<file path="src/rtl/updown_counter_param.sv">
// Parameterised up/down/bounce counter with programmable limits.
// The upper bound comes from DEF_HI or hi_limit, selected by hi_sel.
// Steps are suppressed while the limits are inconsistent (lo_limit > HI).
// A count outside [lo_limit, HI] is pulled back to the nearest limit on the
// next step, so the counter never wraps at 2^WIDTH.
module updown_counter_param #(
  parameter int WIDTH  = 8,
  parameter int DEF_HI = 15
) (
  input  logic             clk,
  input  logic             reset,
  input  logic             enable,
  input  logic [1:0]       mode,
  input  logic             load,
  input  logic [WIDTH-1:0] load_value,
  input  logic [WIDTH-1:0] lo_limit,
  input  logic [WIDTH-1:0] hi_limit,
  input  logic             hi_sel,
  output logic [WIDTH-1:0] count,
  output logic             dir,
  output logic             tc,
  output logic             lim_err
);

  localparam logic [WIDTH-1:0] DefHi = DEF_HI[WIDTH-1:0];
  localparam logic [WIDTH-1:0] One   = {{(WIDTH-1){1'b0}}, 1'b1};

  typedef enum logic [1:0] {
    ModeUpWrap   = 2'b00,
    ModeDownWrap = 2'b01,
    ModeBounce   = 2'b10,
    ModeHold     = 2'b11
  } modeE;

  logic [WIDTH-1:0] count_q, count_d;
  logic             dir_q, dir_d;
  logic             tc_q, tc_d;
  logic [WIDTH-1:0] hiEff;
  logic             stepEn;
  modeE             modeSel;

  assign modeSel = modeE'(mode);
  assign hiEff   = hi_sel ? hi_limit : DefHi;
  assign lim_err = (lo_limit > hiEff);
  assign stepEn  = enable && (modeSel != ModeHold) && !lim_err;

  // Next-state: load beats a step; a step first clamps out-of-range counts,
  // then handles the single-value window, then applies the selected mode.
  always_comb begin
    count_d = count_q;
    dir_d   = dir_q;
    tc_d    = 1'b0;
    if (load) begin
      count_d = load_value;
    end else if (stepEn) begin
      if (count_q > hiEff) begin
        count_d = hiEff;
      end else if (count_q < lo_limit) begin
        count_d = lo_limit;
      end else if (lo_limit == hiEff) begin
        tc_d = 1'b1;
      end else begin
        unique case (modeSel)
          ModeUpWrap: begin
            dir_d = 1'b0;
            if (count_q < hiEff) begin
              count_d = count_q + One;
            end else begin
              count_d = lo_limit;
            end
            tc_d = (count_d == hiEff);
          end
          ModeDownWrap: begin
            dir_d = 1'b1;
            if (count_q > lo_limit) begin
              count_d = count_q - One;
            end else begin
              count_d = hiEff;
            end
            tc_d = (count_d == lo_limit);
          end
          ModeBounce: begin
            if (!dir_q) begin
              if (count_q < hiEff) begin
                count_d = count_q + One;
              end else begin
                count_d = count_q - One;
                dir_d   = 1'b1;
              end
            end else begin
              if (count_q > lo_limit) begin
                count_d = count_q - One;
              end else begin
                count_d = count_q + One;
                dir_d   = 1'b0;
              end
            end
            tc_d = (count_d == hiEff) || (count_d == lo_limit);
          end
          default: begin
            count_d = count_q;
          end
        endcase
      end
    end
  end

  // State register with synchronous reset taking priority over everything.
  always_ff @(posedge clk) begin
    if (reset) begin
      count_q <= '0;
      dir_q   <= 1'b0;
      tc_q    <= 1'b0;
    end else begin
      count_q <= count_d;
      dir_q   <= dir_d;
      tc_q    <= tc_d;
    end
  end

  assign count = count_q;
  assign dir   = dir_q;
  assign tc    = tc_q;

endmodule
</file>
<file path="config.mk">
export PLATFORM = sky130hd
export DESIGN_NAME = updown_counter_param
export DESIGN_NICKNAME = d
export VERILOG_FILES = /design/src/rtl/updown_counter_param.sv
export SDC_FILE = /design/constraint.sdc
export NUM_CORES = 1
export LEC_CHECK = 0
export CORE_MARGIN = 1.5
export CORE_UTILIZATION = 30
export DETAILED_ROUTE_END_ITERATION = 10
export DONT_BUFFER_PORTS = 1
export GPL_TIMING_DRIVEN = 0
export PLACE_DENSITY = 0.46
export SYNTH_ARGS = -nofsm -noshare
export SYNTH_HDL_FRONTEND = slang
export SYNTH_SLANG_ARGS = --single-unit
export TNS_END_PERCENT = 20
</file>
<file path="constraint.sdc">
create_clock -name clk -period 7.2 [get_ports clk]
set_clock_uncertainty 0.2 [all_clocks]
set_input_delay 1.44 -clock clk [delete_from_list [all_inputs] [get_ports clk]]
set_output_delay 1.44 -clock clk [all_outputs]
set_load 0.01 [all_outputs]
</file>
==> results.txt, run 1 <==
----------------------------------------------------
[Logic synthesis]
  Yosys warns ... 0
  Fraction of registers with async set or reset after synthesis ... 0
  Unique masters post-synth ... 70
  Cells after synthesis ... 451
  Synthesized area divided by synthesized cell count ... roughly 6.8 µm²
  Net count after synthesis ... 509
  Number of flops mapped to enable cells by yosys ... 0
  Synth Flop Type ... sky130_fd_sc_hd__dfxtp_1
  Post-synthesis register bit count ... 10
  Fraction of post-synthesis cell area in the top cell type by area ... 0.1097
  Leading cell types by total area after synthesis ... sky130_fd_sc_hd__ha_1 11%, sky130_fd_sc_hd__xnor2_1 10%, sky130_fd_sc_hd__dfxtp_1 6.5%
  Biggest area consumer among synthesized cells ... sky130_fd_sc_hd__ha_1
  Syn Std Cell Area ... 0.003080 mm²
  Proportion of synthesized chip area in sequential cells ... 0.06499

[CTS]
  H-tree levels ... 1
  Clock latency of the later-clocked register in the worst-skew pair ... 240 ps
  Post-CTS Setup Bufs ... 0
  Number of cells upsized or downsized after cts ... 0
  Total of hold buffers inserted after clock tree synthesis ... 0
  Clock tree root buffer cell ... sky130_fd_sc_hd__clkbuf_8
  CTS clk-pin slew, worst paths ... roughly 50 ps
  Clock buffer count from CTS ... 3
  Largest buffer count on any clock path ... 2
  Clk sink count ... 10
  Clock tree from TritonCTS ... built

[Setup path]
  Endpoint class of the critical path ... output port
  Critical path class ... input pin to output port
  Worst-path maximum fanout ... 10
  Worst Setup Start Kind ... input pin
  Reg-to-reg slack, setup ... just under 3000 ps
  Data required time of the critical path ... 5560 ps
  Signal arrival time at the worst endpoint ... 4030 ps

[STA]
  Setup total negative slack ... 0 ps
  Portion of the clock cycle consumed by the worst path in the final layout ... 0.7873
  Slack of the critical path ... 1532 ps
  Time the final worst path needs with I/O delays and setup ... 5668 ps
  Slew at the pin with the worst max-slew slack ... ~810 ps
  Unrepaired setup endpoints after global routing ... no
  Hold violation total from the final report ... 0
  Number of setup violations in the final report ... 0
  Final max-slew violation count ... 0
  Highest achievable clock rate ... 176.4 MHz
  Relative slew slack ... 0.4520
  Hold_ws ... 643.1 ps

[Job]
  Count of max-cap constraint violations ... 0

[GRT]
  Tot GR Track Use ... 0.2278
  Maximum number of pins on one net before global-route repair ... 11
  First-pass GRT wire length ... 19310 µm
  Vias in the first global route ... approximately 3.2k
  Initial antenna violation count ... 0
  Congestion Overflow GR ... 0

[Hold path]
  Worst min path class ... flip-flop to flip-flop

[Final layout]
  Count of antenna diodes in the layout ... 0
  Area Growth Syn to Fin ... 7.189%
  Core Util, Final ... 0.3347
  Fraction of final layout cells sized beyond drive strength 1 ... 0.08352
  Number of nets at the end of the flow ... about 510
  Number of fill cells in the layout ... 1095

[Drt]
  WL/cell ... 21.24 µm
  Post-detailed-route DRC marker count ... 0
  Number of routed nets with antenna violations ... 0
  Avg Vias per Cell ... between 5 and 6
  Number of iterations in the first detailed-routing pass ... 7
  1st-iter DRT viols ... ~370
  Vias after detailed routing ... 3483
  Final WL ... 12490 µm

[Place]
  Global placer's final weighted congestion ... 0.9069
  DP Wirelength ... around 9900 µm
  IO buf count ... 0
  Post-placement worst setup slack ... 1547 ps

[Run status]
  Result of the run ... completed

[Power and ir drop]
  Worst vdd ir ... 0.00006724 V
  Power Density ... 144.1 mW/mm²
  Total chip power ... 0.4757 mW
  Leakage component of the power ... 1.214 nW

[Floorplan]
  Core area ... between 0.009 and 0.01 mm²
  Die Span X ... 104.3 µm
  Die Outline Area ... 0.01088 mm²
  I/O pin total ... 42
  Vertical extent of the die ... 104.3 µm
  Placement Rows ... 36
  Initial core utilization ... 0.3123

----------------------------------------------------
-- worst max-delay path: stages --
cell	delay (ps)
sky130_fd_sc_hd__buf_6	120
sky130_fd_sc_hd__clkbuf_1	470
sky130_fd_sc_hd__nand2_1	370
sky130_fd_sc_hd__ha_1	400
sky130_fd_sc_hd__nand4_1	250
sky130_fd_sc_hd__nor4_2	530
sky130_fd_sc_hd__a21oi_1	80
sky130_fd_sc_hd__o21ai_1	230
sky130_fd_sc_hd__inv_1	140
-- cell type report --
type,count,area (µm²),area share
multi-input combinational,382,2624,0.7946
tap,133,166.4,0.05040
buffer,33,158.9,0.04812
sequential,10,200.2,0.06063
inverter,26,97.59,0.02956
clock buffer,4,55.05,0.01667
-- cell usage after synthesis (3+ instances only) --
library cell / number
sky130_fd_sc_hd__o21ai_1: 4
sky130_fd_sc_hd__nand3_1: 24
sky130_fd_sc_hd__o31ai_1: 3
sky130_fd_sc_hd__a21o_1: 4
sky130_fd_sc_hd__or3_1: 4
sky130_fd_sc_hd__nor2b_1: 5
sky130_fd_sc_hd__o22ai_1: 3
sky130_fd_sc_hd__nand4b_1: 3
sky130_fd_sc_hd__clkbuf_1: 23
sky130_fd_sc_hd__a2111oi_2: 3
sky130_fd_sc_hd__a211oi_1: 4
sky130_fd_sc_hd__or4_1: 4
sky130_fd_sc_hd__nand2_1: 42
sky130_fd_sc_hd__xnor2_1: 35
sky130_fd_sc_hd__a21oi_1: 35
sky130_fd_sc_hd__nand4_1: 14
sky130_fd_sc_hd__o21ai_0: 18
sky130_fd_sc_hd__nor2_1: 39
sky130_fd_sc_hd__xor2_1: 7
sky130_fd_sc_hd__buf_2: 4
sky130_fd_sc_hd__inv_1: 24
sky130_fd_sc_hd__o211ai_1: 3
sky130_fd_sc_hd__a31oi_1: 6
sky130_fd_sc_hd__a221o_1: 7
sky130_fd_sc_hd__dfxtp_1: 10
sky130_fd_sc_hd__nor4_1: 4
sky130_fd_sc_hd__nor3_1: 21
sky130_fd_sc_hd__a221oi_1: 7
sky130_fd_sc_hd__ha_1: 27
sky130_fd_sc_hd__mux2i_1: 7
sky130_fd_sc_hd__nand2b_1: 4
sky130_fd_sc_hd__buf_6: 3
-- state kept, by name, indices dropped and copies added, names as in the netlist --
signal	cells
tc	1
dir	1
count	8
-- per-layer routing --
metal / GRT usage / vias to the layer above / wire [µm]
met1: 0.3218 / 1660 / 5776
met4: 0.02381 / 0 / 142
met5: 0 / - / 0
met3: 0.04010 / 11 / 910
li1: - / 1664 / -
met2: 0.3703 / 148 / 5658
-- through the flow --
step / std cells / instance area [µm²]
global route: 588 / 3302
global placement: 584 / 3247
detailed placement: 584 / 3247
CTS: 588 / 3302
floorplan: 451 / 3080
finish: 588 / 3302
-- power breakdown --
part | internal, mW | total (mW) | switching, mW
registers | 0.0597 | 0.0716 | 0.0119
logic | 0.120 | 0.333 | 0.212
clock network | 0.0482 | 0.0716 | 0.0234
total | 0.228 | 0.476 | 0.248
-- cell usage in the layout, fill, tap and decap left out, types with 10 or more instances in the layout --
master and n:
sky130_fd_sc_hd__nand2_1 42, sky130_fd_sc_hd__nor2_1 39, sky130_fd_sc_hd__a21oi_1 35, sky130_fd_sc_hd__xnor2_1 35, sky130_fd_sc_hd__ha_1 27, sky130_fd_sc_hd__inv_1 24, sky130_fd_sc_hd__nand3_1 24, sky130_fd_sc_hd__clkbuf_1 23
sky130_fd_sc_hd__nor3_1 21, sky130_fd_sc_hd__o21ai_0 18, sky130_fd_sc_hd__nand4_1 14, sky130_fd_sc_hd__dfxtp_1 10
-- kinds of logic after synthesis --
kind of cell	synth area share
AOI/OAI and AO/OA	0.2819
buffers and inverters	0.08326
muxes	0.02762
adders and majority gates	0.1133
and+or+nand+nor	0.3022
DFF	0.06499
xor gates and xnor gates	0.1267
-- worst paths after layout --
kind | from | endpoint | depth (start not counted)
max | hi_sel | lim_err | 9
max reg2reg | count[0] | count[2] | 11
min reg2reg | count[0] | count[0] | 2
min | count[0] | count[0] | 2
No activity file was read; power rests on OpenSTA's default activity.
==> run 2, diff against run 1 <==
- PLACE_DENSITY: 0.46 -> 0.47
- clock period: 7.2 -> 5 ns (I/O delays scaled with it)
==> run 2 against run 1 <==
Sequential cell count stayed put. Worst setup slack lost 1300 ps. Register-to-register slack worse by 2100 ps. Critical path depth grew 5. Total power up 44%. Utilization hardly changed. Global-route usage is 0.98 points lower. Via count increased by 0.60%. Cell count down 0.17%. Sequential power increased by 44%. Largest cell class unchanged. Largest power group unchanged.
==> results.txt, run 2 (synthesized netlist as in run 1, its figures left out) <==
----------------------------------------------------
[Run status]
  Result of the run ... completed

[Setup path]
  Reg2Reg Depth ... 12
  Critical path class ... input pin to flip-flop
  Worst-path maximum fanout ... 10
  Endpoint class of the critical path ... flip-flop
  Delay of the slowest cell on the worst path ... 610 ps
  Startpoint of the lowest-slack register-to-register path ... count[0]
  Data required time of the critical path ... just under 5000 ps
  Signal arrival time at the worst endpoint ... approximately 4700 ps
  Reg-to-reg slack, setup ... 900 ps
  Terminus of the critical flop-to-flop path ... tc
  Crit path max-delay cell type ... sky130_fd_sc_hd__o31ai_4
  Most prevalent standard cell on the critical path ... sky130_fd_sc_hd__nor3_1
  Buffer and inverter count on the worst path ... 4
  Family with the most delay on the worst path ... buffers and inverters
  Worst Setup Start Kind ... input pin
  Crit path cell chain ... clkbuf_1 -> inv_1 -> ha_1 -> a21oi_1 -> a31oi_1 -> o31ai_4 -> buf_1 -> clkbuf_1 -> nor3_1 -> a21oi_1 -> nand4b_1 -> nor3_1 -> nor3_1 -> a211oi_2

[GRT]
  Congestion Overflow GR ... 0
  Tot GR Track Use ... 0.2180
  Initial antenna violation count ... 0
  Maximum number of pins on one net before global-route repair ... 11
  Vias in the first global route ... 3269
  First-pass GRT wire length ... between 15000 and 20000 µm

[CTS]
  CTS clk-pin slew, worst paths ... 50 ps
  H-tree levels ... 1
  Clk sink count ... 10
  Clock tree root buffer cell ... sky130_fd_sc_hd__clkbuf_8
  Clock latency of the later-clocked register in the worst-skew pair ... 240 ps
  Clock tree from TritonCTS ... built
  Total of hold buffers inserted after clock tree synthesis ... 0
  Largest buffer count on any clock path ... 2
  Clock buffer count from CTS ... 3

[Floorplan]
  Die Outline Area ... between 0.01 and 0.015 mm²
  Vertical extent of the die ... 104.3 µm
  Placement Rows ... 36
  I/O pin total ... between 40 and 50
  Initial core utilization ... 0.3123
  Core area ... 0.009864 mm²
  Die Span X ... 104.3 µm

[Final layout]
  Most common cell after layout, fill and taps aside ... sky130_fd_sc_hd__nand2_1
  Count of antenna diodes in the layout ... 0
  Fraction of final layout cells sized beyond drive strength 1 ... 0.08370
  Max FFs per register ... 8
  Core Util, Final ... 0.3343
  Number of nets at the end of the flow ... 513
  Area Growth Syn to Fin ... 7.067%
  Highest-count cells in the layout ignoring fill and taps ... 42 x sky130_fd_sc_hd__nand2_1, 39 x sky130_fd_sc_hd__nor2_1, 35 x sky130_fd_sc_hd__a21oi_1, 35 x sky130_fd_sc_hd__xnor2_1, 27 x sky130_fd_sc_hd__ha_1
  Number of standard cells in the layout, taps in and fillers out ... between 500 and 600

[Drt]
  Post-detailed-route DRC marker count ... 0
  Final WL ... around 12000 µm
  WL/cell ... ~21 µm
  Avg Vias per Cell ... around 6
  Vias after detailed routing ... 3504
  Number of routed nets with antenna violations ... 0
  1st-iter DRT viols ... 344
  Number of iterations in the first detailed-routing pass ... 6

[Hold path]
  Min-delay src ... count[0]
  Worst hold path endpoint ... count[0]
  Worst min path class ... flip-flop to flip-flop
  Hold path cells ... 2

[Power and ir drop]
  Power Density ... 207.1 mW/mm²
  Leakage component of the power ... ~1.2 nW
  Clock group share of total power ... 0.150
  Switching share of power ... 0.5192
  Internal power contribution ... around 0.33 mW
  Relative contribution of sequential cells to total power ... 0.151
  Net Switching ... 0.3546 mW
  Part of the power in combinational logic ... 0.700
  Worst vdd ir ... 0.0001057 V

[STA]
  Highest achievable clock rate ... 211.8 MHz
  Hold violation total from the final report ... 0
  Portion of the clock cycle consumed by the worst path in the final layout ... 0.9442
  Slew at the pin with the worst max-slew slack ... ~770 ps
  Final max-slew violation count ... 0
  Relative slew slack ... 0.4845
  Number of setup violations in the final report ... 0
  Unrepaired setup endpoints after global routing ... no
  Time the final worst path needs with I/O delays and setup ... between 4000 and 5000 ps

[Place]
  DP Wirelength ... 9830 µm
  Global placer's final weighted congestion ... 0.8773
  IO buf count ... 0
  Cell count after placement ... a little under 600

[Job]
  Count of max-cap constraint violations ... 0

----------------------------------------------------
run 2: timing repair:
action / 4_1_cts / 5_1_grt
setup buffers: 0 / 0
hold endpoints to repair: 0 / 0
gates resized for setup: 0 / 1
setup endpoints to repair: 0 / 9
run 2: routing by layer:
layer	vias to the layer above	global-route usage	part of all wire
li1	1662	-	-
met1	1682	0.3038	0.46
met2	142	0.3496	0.45
met3	18	0.04073	0.081
met4	0	0.03968	0.018
met5	-	0	0
run 2: through the flow:
stage          hold slack [ps]  worst slack (ps)  setup TNS, ps  area, µm²  power, mW
2_1_floorplan            470.1             933.0              0       3080     0.4532
3_3_place_gp             617.1            -278.5          -1481       3247     0.5699
3_5_place_dp             601.5            -194.0          -1039       3247     0.5704
4_1_cts                  608.4             21.93              0       3302     0.6737
5_1_grt                  669.3             14.18              0       3298     0.7298
6_report                 613.4             279.2              0       3298     0.6830
run 2: worst max-delay path by stage:
stage / start / endpoint / slack [ps] / depth (start not counted)
floorplan: hi_sel / tc / 930 / 13
global placement: hi_sel / count[2] / -280 / 13
finish: lo_limit[3] / tc / 280 / 14
detailed placement: hi_sel / count[3] / -190 / 12
global route: lo_limit[3] / tc / 10 / 14
CTS: hi_sel / count[3] / 20 / 12
run 2: worst reg2reg max path: stages, from the launching register on:
cell and delay [ps]:
sky130_fd_sc_hd__dfxtp_1 620, sky130_fd_sc_hd__inv_1 280, sky130_fd_sc_hd__ha_1 260, sky130_fd_sc_hd__nand4b_1 170
sky130_fd_sc_hd__a31oi_1 370, sky130_fd_sc_hd__o31ai_4 230, sky130_fd_sc_hd__clkbuf_1 320, sky130_fd_sc_hd__a221o_1 390
sky130_fd_sc_hd__a2111oi_2 410, sky130_fd_sc_hd__nand3_1 120, sky130_fd_sc_hd__nor4_1 270, sky130_fd_sc_hd__o21ai_1 170
sky130_fd_sc_hd__a211oi_2 230
run 2: layout make-up:
cell class              count  area, µm²
plain buffers              32      155.1
clock buffers               4      55.05
fillers                  1105       6566
inverters                  26      97.59
multi-input cells         382       2624
flip-flops and latches     10      200.2
well taps                 133      166.4
run 2: power by group through the flow:
stage	Clock, mW	Sequential, mW	Combinational [mW]
2_1_floorplan	0	0.0983	0.355
3_3_place_gp	0	0.105	0.465
3_5_place_dp	0	0.105	0.465
4_1_cts	0.103	0.103	0.468
5_1_grt	0.109	0.104	0.517
6_report	0.102	0.103	0.478
